<file path="src/rtl/button_event_if.sv">
// Event stream interface between button_event and its consumer (GPIO/IRQ peripheral).
// Handshake: a word transfers on a clock edge where o_evt_valid & i_evt_ready; the producer
// keeps o_evt_data stable while o_evt_valid is high and not yet accepted.
interface button_event_if #(
  parameter int EW = 4
);
  logic [EW-1:0] o_evt_data;
  logic          o_evt_valid;
  logic          i_evt_ready;

  modport master (output o_evt_data, output o_evt_valid, input i_evt_ready);
  modport slave  (input o_evt_data, input o_evt_valid, output i_evt_ready);
endinterface

</file>
<file path="src/rtl/button_event.sv">
// Turns debounced button levels into PRESS/RELEASE/LONG/REPEAT events queued in a small FIFO.
// Optional macro BTN_AUTOREPEAT_EN enables REPEAT events while a button stays in LONGHELD.
module button_event #(
  parameter int NUMBITS       = 3,
  parameter int LONG_CYCLES   = 25_000_000,
  parameter int REPEAT_CYCLES = 5_000_000,
  parameter int FIFO_DEPTH    = 4,
  localparam int IDXW         = (NUMBITS > 1) ? $clog2(NUMBITS) : 1,
  localparam int EW           = 2 + IDXW,
  localparam int PW           = $clog2(FIFO_DEPTH) + 1
) (
  input  logic                 i_clk,
  input  logic                 i_rst,
  input  logic [NUMBITS-1:0]   i_btn,
  button_event_if.master       evt,
  output logic                 o_overflow,
  input  logic                 i_ovf_clr,
  output logic [PW-1:0]        o_pending_cnt,
  output logic [2*NUMBITS-1:0] o_dbg_state
);

  localparam int MAXC = (LONG_CYCLES > REPEAT_CYCLES) ? LONG_CYCLES : REPEAT_CYCLES;
  localparam int CW   = $clog2(MAXC);
  localparam int AW   = $clog2(FIFO_DEPTH);

  localparam logic [CW-1:0] LONG_TC = CW'(LONG_CYCLES - 1);
`ifdef BTN_AUTOREPEAT_EN
  localparam logic [CW-1:0] REP_TC    = CW'(REPEAT_CYCLES - 1);
  localparam logic [1:0]    EV_REPEAT = 2'b11;
`endif
  localparam logic [1:0] EV_PRESS   = 2'b00;
  localparam logic [1:0] EV_RELEASE = 2'b01;
  localparam logic [1:0] EV_LONG    = 2'b10;

  typedef enum logic [1:0] {S_IDLE = 2'd0, S_HELD = 2'd1, S_LONGHELD = 2'd2} btn_state_t;

  logic [NUMBITS-1:0] prev_q;
  logic [NUMBITS-1:0] rise, fall;
  btn_state_t         state_q [NUMBITS];
  btn_state_t         state_d [NUMBITS];
  logic [CW-1:0]      cnt_q   [NUMBITS];
  logic [CW-1:0]      cnt_d   [NUMBITS];
  logic [NUMBITS-1:0] slot_vld_q, slot_vld_d;
  logic [1:0]         slot_typ_q [NUMBITS];
  logic [1:0]         slot_typ_d [NUMBITS];
  logic [NUMBITS-1:0] ev_hit;
  logic [1:0]         ev_typ [NUMBITS];
  logic               ovf_set;

  logic [NUMBITS-1:0] grant;
  logic               found;
  logic               push, pop, can_push;
  logic [IDXW-1:0]    push_idx;
  logic [1:0]         push_typ;

  logic [EW-1:0]      mem_q [FIFO_DEPTH];
  logic [AW-1:0]      wr_ptr_q, rd_ptr_q;
  logic [PW-1:0]      fifo_cnt_q;

  assign rise = i_btn & ~prev_q;
  assign fall = ~i_btn & prev_q;

  // A full FIFO still takes a push when the head leaves in the same cycle.
  assign pop      = evt.o_evt_valid & evt.i_evt_ready;
  assign can_push = (fifo_cnt_q != PW'(FIFO_DEPTH)) | pop;

  always_comb begin
    grant    = '0;
    found    = 1'b0;
    push_idx = '0;
    push_typ = '0;
    for (int k = 0; k < NUMBITS; k++) begin
      if (slot_vld_q[k] && !found) begin
        found    = 1'b1;
        grant[k] = 1'b1;
        push_idx = IDXW'(k);
        push_typ = slot_typ_q[k];
      end
    end
    push = found & can_push;
  end

  always_comb begin
    ovf_set    = 1'b0;
    ev_hit     = '0;
    slot_vld_d = slot_vld_q;
    for (int k = 0; k < NUMBITS; k++) begin
      state_d[k]    = state_q[k];
      cnt_d[k]      = cnt_q[k];
      slot_typ_d[k] = slot_typ_q[k];
      ev_typ[k]     = EV_PRESS;
      if (grant[k] && push) slot_vld_d[k] = 1'b0;
      case (state_q[k])
        S_IDLE: begin
          if (rise[k]) begin
            state_d[k] = S_HELD;
            cnt_d[k]   = '0;
            ev_hit[k]  = 1'b1;
            ev_typ[k]  = EV_PRESS;
          end
        end
        S_HELD: begin
          if (fall[k]) begin
            state_d[k] = S_IDLE;
            cnt_d[k]   = '0;
            ev_hit[k]  = 1'b1;
            ev_typ[k]  = EV_RELEASE;
          end else if (cnt_q[k] == LONG_TC) begin
            state_d[k] = S_LONGHELD;
            cnt_d[k]   = '0;
            ev_hit[k]  = 1'b1;
            ev_typ[k]  = EV_LONG;
          end else begin
            cnt_d[k] = cnt_q[k] + CW'(1);
          end
        end
        S_LONGHELD: begin
          if (fall[k]) begin
            state_d[k] = S_IDLE;
            cnt_d[k]   = '0;
            ev_hit[k]  = 1'b1;
            ev_typ[k]  = EV_RELEASE;
          end
`ifdef BTN_AUTOREPEAT_EN
          else if (cnt_q[k] == REP_TC) begin
            cnt_d[k]  = '0;
            ev_hit[k] = 1'b1;
            ev_typ[k] = EV_REPEAT;
          end else begin
            cnt_d[k] = cnt_q[k] + CW'(1);
          end
`endif
        end
        default: begin
          state_d[k] = S_IDLE;
          cnt_d[k]   = '0;
        end
      endcase
      // Newest event wins the slot; losing an unsent one is an overflow.
      if (ev_hit[k]) begin
        if (slot_vld_q[k] && !(grant[k] && push)) ovf_set = 1'b1;
        slot_vld_d[k] = 1'b1;
        slot_typ_d[k] = ev_typ[k];
      end
    end
  end

  always_ff @(posedge i_clk) begin
    if (i_rst) begin
      prev_q     <= '0;
      slot_vld_q <= '0;
      o_overflow <= 1'b0;
      for (int k = 0; k < NUMBITS; k++) begin
        state_q[k]    <= S_IDLE;
        cnt_q[k]      <= '0;
        slot_typ_q[k] <= '0;
      end
    end else begin
      prev_q     <= i_btn;
      slot_vld_q <= slot_vld_d;
      for (int k = 0; k < NUMBITS; k++) begin
        state_q[k]    <= state_d[k];
        cnt_q[k]      <= cnt_d[k];
        slot_typ_q[k] <= slot_typ_d[k];
      end
      if (ovf_set)        o_overflow <= 1'b1;
      else if (i_ovf_clr) o_overflow <= 1'b0;
    end
  end

  always_ff @(posedge i_clk) begin
    if (i_rst) begin
      wr_ptr_q   <= '0;
      rd_ptr_q   <= '0;
      fifo_cnt_q <= '0;
      for (int i = 0; i < FIFO_DEPTH; i++) mem_q[i] <= '0;
    end else begin
      if (push) begin
        mem_q[wr_ptr_q] <= {push_typ, push_idx};
        wr_ptr_q        <= wr_ptr_q + AW'(1);
      end
      if (pop) rd_ptr_q <= rd_ptr_q + AW'(1);
      fifo_cnt_q <= fifo_cnt_q + PW'(push) - PW'(pop);
    end
  end

  assign evt.o_evt_data  = mem_q[rd_ptr_q];
  assign evt.o_evt_valid = (fifo_cnt_q != '0);
  assign o_pending_cnt   = fifo_cnt_q;

  always_comb begin
    o_dbg_state = '0;
    for (int k = 0; k < NUMBITS; k++) o_dbg_state[2*k +: 2] = state_q[k];
  end

endmodule

</file>
<file path="src/flat_wrapper.sv">
// flat-port wrapper written by rule: the top's interface ports become plain ports
module button_event_flat 
#(
  parameter int NUMBITS       = 3,
  parameter int LONG_CYCLES   = 25_000_000,
  parameter int REPEAT_CYCLES = 5_000_000,
  parameter int FIFO_DEPTH    = 4,
  localparam int IDXW         = (NUMBITS > 1) ? $clog2(NUMBITS) : 1,
  localparam int EW           = 2 + IDXW,
  localparam int PW           = $clog2(FIFO_DEPTH) + 1
)
  (i_clk, i_rst, i_btn, o_overflow, i_ovf_clr, o_pending_cnt, o_dbg_state, evt_o_evt_data, evt_o_evt_valid, evt_i_evt_ready);
  button_event_if #(.EW((4))) evt_i ();
  input  logic i_clk;
  input  logic i_rst;
  input  logic [NUMBITS-1:0] i_btn;
  output logic o_overflow;
  input  logic i_ovf_clr;
  output logic [PW-1:0] o_pending_cnt;
  output logic [2*NUMBITS-1:0] o_dbg_state;
  output wire logic [$bits(evt_i.o_evt_data)-1:0] evt_o_evt_data;
  output wire logic [$bits(evt_i.o_evt_valid)-1:0] evt_o_evt_valid;
  input wire logic [$bits(evt_i.i_evt_ready)-1:0] evt_i_evt_ready;
  assign evt_o_evt_data = evt_i.o_evt_data;
  assign evt_o_evt_valid = evt_i.o_evt_valid;
  assign evt_i.i_evt_ready = evt_i_evt_ready;
  button_event #(.NUMBITS(NUMBITS), .LONG_CYCLES(LONG_CYCLES), .REPEAT_CYCLES(REPEAT_CYCLES), .FIFO_DEPTH(FIFO_DEPTH)) u_core (.i_clk(i_clk), .i_rst(i_rst), .i_btn(i_btn), .evt(evt_i), .o_overflow(o_overflow), .i_ovf_clr(i_ovf_clr), .o_pending_cnt(o_pending_cnt), .o_dbg_state(o_dbg_state));
endmodule
</file>
<file path="config.mk">
export PLATFORM = sky130hd
export DESIGN_NAME = button_event_flat
export DESIGN_NICKNAME = d
export VERILOG_FILES = /design/src/rtl/button_event_if.sv /design/src/rtl/button_event.sv /design/src/flat_wrapper.sv
export SDC_FILE = /design/constraint.sdc
export NUM_CORES = 1
export LEC_CHECK = 0
export CORE_UTILIZATION = 40
export CTS_BUF_LIST = sky130_fd_sc_hd__clkbuf_4
export DETAILED_ROUTE_END_ITERATION = 16
export SLEW_MARGIN = 20
export SYNTH_ARGS = -nofsm -noshare
export SYNTH_HDL_FRONTEND = slang
export SYNTH_SLANG_ARGS = --single-unit
</file>
<file path="constraint.sdc">
create_clock -name i_clk -period 6.9 [get_ports i_clk]
set_clock_uncertainty 0.1 [all_clocks]
set_input_delay 1.38 -clock i_clk [delete_from_list [all_inputs] [get_ports i_clk]]
set_output_delay 1.38 -clock i_clk [all_outputs]
set_load 0.03 [all_outputs]
</file>
# Word-level counts from Yosys, hierarchy flattened
# Memory sizes are Yosys's and may differ from the RTL's. A register that Yosys moved wholly into a read port is not among the register bits.
# Cells that the tools add are included.
# classes
addsub	7
n_eq_ne	10
n_mux	104
n_bitwise	16
reduce_logical	22
# op_table
cell	n
25-bit 2-to-1 mux	15
25-bit case mux with 3 select lines	3
25-bit by 1-bit adder with 25-bit output, second input constant	3
25-bit == test, second input constant	3
2-bit 2-to-1 mux	34
1-bit 2-to-1 mux	42
2-bit case mux with 3 select lines	3
2-bit case mux with 2 select lines	3
1-bit bitwise OR	10
1-bit case mux with 3 select lines	3
1-bit logical AND	8
2-bit nonzero test	4
3-bit bitwise AND	2
2-bit by 1-bit == test with 1-bit output, second input constant	3
2-bit == test, second input constant	3
2-bit zero test	3
3-bit NOT	2
1-bit zero test	5
2-bit by 1-bit adder with 2-bit output, second input constant	2
4-bit 2-to-1 mux	1
4-bit OR reduction	1
3-bit by 1-bit adder with 3-bit output	1
3-bit != test, second input constant	1
3-bit nonzero test	1
other kinds (2)	3
# word_totals
reg_bits	14
mem_bits_rw	103
input_bits	7
wordCells	171
mem_count	4
# memory_table
name	depth	word_bits	rd	rd_ports_with_merged_regs	wr	line_no	source
u_core.cnt_q	3	25	3	0	3	button_event.sv:41	logic [CW-1:0] cnt_q [NUMBITS];
u_core.mem_q	4	4	1	1	4	button_event.sv:56	logic [EW-1:0] mem_q [FIFO_DEPTH];
u_core.slot_typ_q	3	2	3	0	3	button_event.sv:44	logic [1:0] slot_typ_q [NUMBITS];
u_core.state_q	3	2	3	0	3	button_event.sv:39	btn_state_t state_q [NUMBITS];

# Depth between registers and ports, before layout
# depth
word_depth	18
depth_mapped	10

# Worst setup path after synthesis
# No wires, ideal clock.
# synth_timing
path_type	input-to-reg
startpoint	input evt_i_evt_ready
endpoint	register u_core.fifo_cnt_q[2] (netlist: u_core.o_pending_cnt[2])
setup_ps	128
arrival_time_ps	2853
required_ps	6672
slack_ps	3819
stages	8
path_cell_list	nor4b_1 -> nor2_1 -> ha_1 -> inv_1 -> fa_1 -> xor2_1 -> xnor2_1 -> nor2_1
# synth_via
elab_chain_cells	5
# synth_lines
item	line_no	source
start, declared	flat_wrapper.sv:23	input wire logic [$bits(evt_i.i_evt_ready)-1:0] evt_i_evt_ready;
1-bit bitwise AND (*)	button_event.sv:64	assign pop = evt.o_evt_valid & evt.i_evt_ready;
1-bit bitwise OR	button_event.sv:65	assign can_push = (fifo_cnt_q != PW'(FIFO_DEPTH)) | pop;
1-bit bitwise AND	button_event.sv:80	push = found & can_push;
3-bit by 1-bit adder with 3-bit output	button_event.sv:183	fifo_cnt_q <= fifo_cnt_q + PW'(push) - PW'(pop);
3-bit by 1-bit subtractor with 3-bit output (*)	button_event.sv:183	
end signal, assigned	button_event.sv:183	
end, declared	button_event.sv:58	logic [PW-1:0] fifo_cnt_q;
# Every way passes the cells marked *; elsewhere a longest branch is shown, timed or not.
# A chain may end at the register's enable or synchronous reset.

==> reports/results.txt <==
Synth Area in XOR/XNOR = 0.102
routability cong. = 0.789
Worst Tran Pin Value = 1030 ps
max incr delay on CP = 610 ps
RSZ-0062 raised after global routing = no
Clock Path Buffers = 2
most numerous cell in the Yosys netlist = nor2_1
final worst slack = 3280 ps
CP max FO = 4
Die H = 124 um
cts bufs inserted = 17
antenna violations before repair = 1
pin count of the biggest net entering global routing = 27
syn nets = 666
Worst Hold Slack = 374 ps
fin area = 6530 um^2
Setup CP Type = reg -> out
CP endpoint kind = primary output
Yosys reg bits = 119
Die Span X = 124 um
Rel. slew slack = 0.315
post-synthesis mux area share = 0.0219
Initial DRT Pass Iterations = 5
Initial Utilization = 0.410
post-synthesis adder-cell area fraction = 0.0392
worst slack at placement = 2860 ps
Clk Latency, worst-skew pair = 530 ps
post-CTS setup buffers = 0
Post-synth EDFFs = 16
# port buffers = 21
Post-Syn Instances = 641
global-route wire length before repair = 20,800 um
row count = 44
total gr overflow = 0
PD cells = 242 nW/um^2
Post-layout nets = 686
top cell type's share of synthesized area = 0.348
most frequent cells after synthesis = nor2_1, dfxtp_1, xor2_1, nand2_1, o21ai_0
Sink Count = 119
synth warn = 0
post-synthesis sequential area ratio = 0.429
WL final = 12,500 um
vias in the first global route = 4,471
final hold vios = 0
Ports = 22
Cell variety after synth = 64
critical path launch point type = flop
main flop type after synthesis = dfxtp_1
worst hold path type = reg -> reg
Clock Tree Root = clkbuf_4
critical path, cell by cell = mux4_2 -> clkdlybuf4s50_1
Hold Path Depth = 2
Tcrit/Tclk final = 0.525
Core ar. = 14,500 um^2
Worst Path Required = 5420 ps
Via density = 5.47
hold-fix buffers at CTS = 0
cells on worst reg2reg path = 6
Util after Layout = 0.451
worst vdd ir = 102 uV
Remaining DRCs = 0
maxcap violations = 0
clock-pin slew on the worst setup and hold paths = 100 ps
final HPWL from detailed placement = 8610 um
CP Data Arrival Time = 2140 ps
post-synth top area cell = dfxtp_1
Routed Antenna Nets = 0
routed vias = 4,689
CTS resizes = 0
FFs w/ async S/R, synth = 0
Tmin final = 3620 ps
setup TNS = 0 ps
CP max-delay cell = clkdlybuf4s50_1
Syn Std Cell Area = 5930 um^2
Avg Cell Area, Syn = 9.25 um^2
htree depth = 4
largest family of logic cells by synthesized area = simple AND/OR/NAND/NOR gates
WL/cell = 14.6 um
DP Area = 6290 um^2
total die area = 15,300 um^2
Lkg Pwr = 2.28 nW
P&R area growth vs syn = 10.1%
CTS tree = yes
layout cells sized above 1 = 0.0862
Max Transition Viols Final = 0
Compound-Gate Fraction of Synth Area = 0.151
Synth Area in Simple Gates = 0.223
Fmax = 276 MHz
# setup viols final = 0
drt first-iter violations = 331
outcome = complete, no violations
largest cells by area after synthesis = dfxtp_1, xor2_1, edfxtp_1
All-Layer GR Usage = 0.174
flip-flops by register name, summed over array words and instances (netlist names), named ones only:
name                  flops
u_core.cnt_q             75
u_core.mem_q             16
u_core.o_overflow         1
u_core.o_pending_cnt      3
u_core.prev_q             3
u_core.rd_ptr_q           2
u_core.slot_typ_q         6
u_core.slot_vld_q         3
u_core.state_q            6
u_core.wr_ptr_q           2
power breakdown:
part	switching [mW]	leakage, nW	internal [mW]
Combinational	0.218	1.15	0.145
Sequential	0.0406	1.00	0.743
Clock	0.256	0.126	0.177
Total	0.515	2.28	1.07
cell families (layout without fill, tap and decap cells):
group | after synthesis | in the layout
other cells | 0 | 1
fa+ha+maj | 18 | 18
simple gates | 252 | 252
buf+inv | 47 | 79
xor+xnor | 69 | 69
flops | 119 | 119
compound gates | 128 | 128
mux | 8 | 8
worst max-delay path: cells and delay by family, from the launching register on:
kind | cells | cell delay, ps
buffers and inverters | 1 | 610
flip-flops | 1 | 470
multiplexers | 1 | 540
stage by stage:
stage / power (mW) / std cells
2_1_floorplan: 1.06 / 641
3_3_place_gp: 1.15 / 826
3_5_place_dp: 1.16 / 826
4_1_cts: 1.60 / 857
5_1_grt: 1.68 / 858
6_report: 1.58 / 858
cells in the final DEF (no fill, tap or decap), types with 11 or more instances in the layout:
master             n
o2111ai_1         19
o21ai_0           31
nor2_1           107
and4_1            11
edfxtp_1          16
clkdlybuf4s50_1   21
o211ai_1          27
xor2_1            61
dfxtp_1          103
ha_1              17
clkbuf_4          19
nand4_1           11
a21oi_1           26
inv_1             22
nand2_1           32
and3_1            15
or3_1             11
cell type report:
cell class | count | area, um^2
repair buffers | 26 | 248
well taps | 184 | 230
fillers | 1429 | 7950
flip-flops and latches | 119 | 2540
clock inverters | 12 | 88.8
inverters | 22 | 82.6
multi-input cells | 475 | 3190
clock buffers | 19 | 143
diodes | 1 | 2.50
metal layers:
| layer | track usage | up-vias | part of all wire |
|---|---|---|---|
| met5 | 0 | - | 0 |
| met4 | 0.0625 | 0 | 0.014 |
| met2 | 0.277 | 76 | 0.47 |
| li1 | - | 2340 | - |
| met1 | 0.220 | 2260 | 0.48 |
| met3 | 0.0572 | 13 | 0.038 |
worst paths after layout:
check                               start  slack, ps                 endpoint
setup / recovery                     flop       3280        evt_o_evt_data[3]
hold / removal    u_core.slot_typ_q[0][5]        370  u_core.slot_typ_q[0][5]
setup reg to reg     u_core.state_q[0][0]       4130       u_core.cnt_q[0][3]
hold reg to reg   u_core.slot_typ_q[0][5]        370  u_core.slot_typ_q[0][5]
No activity file was read; power rests on OpenSTA's default activity.
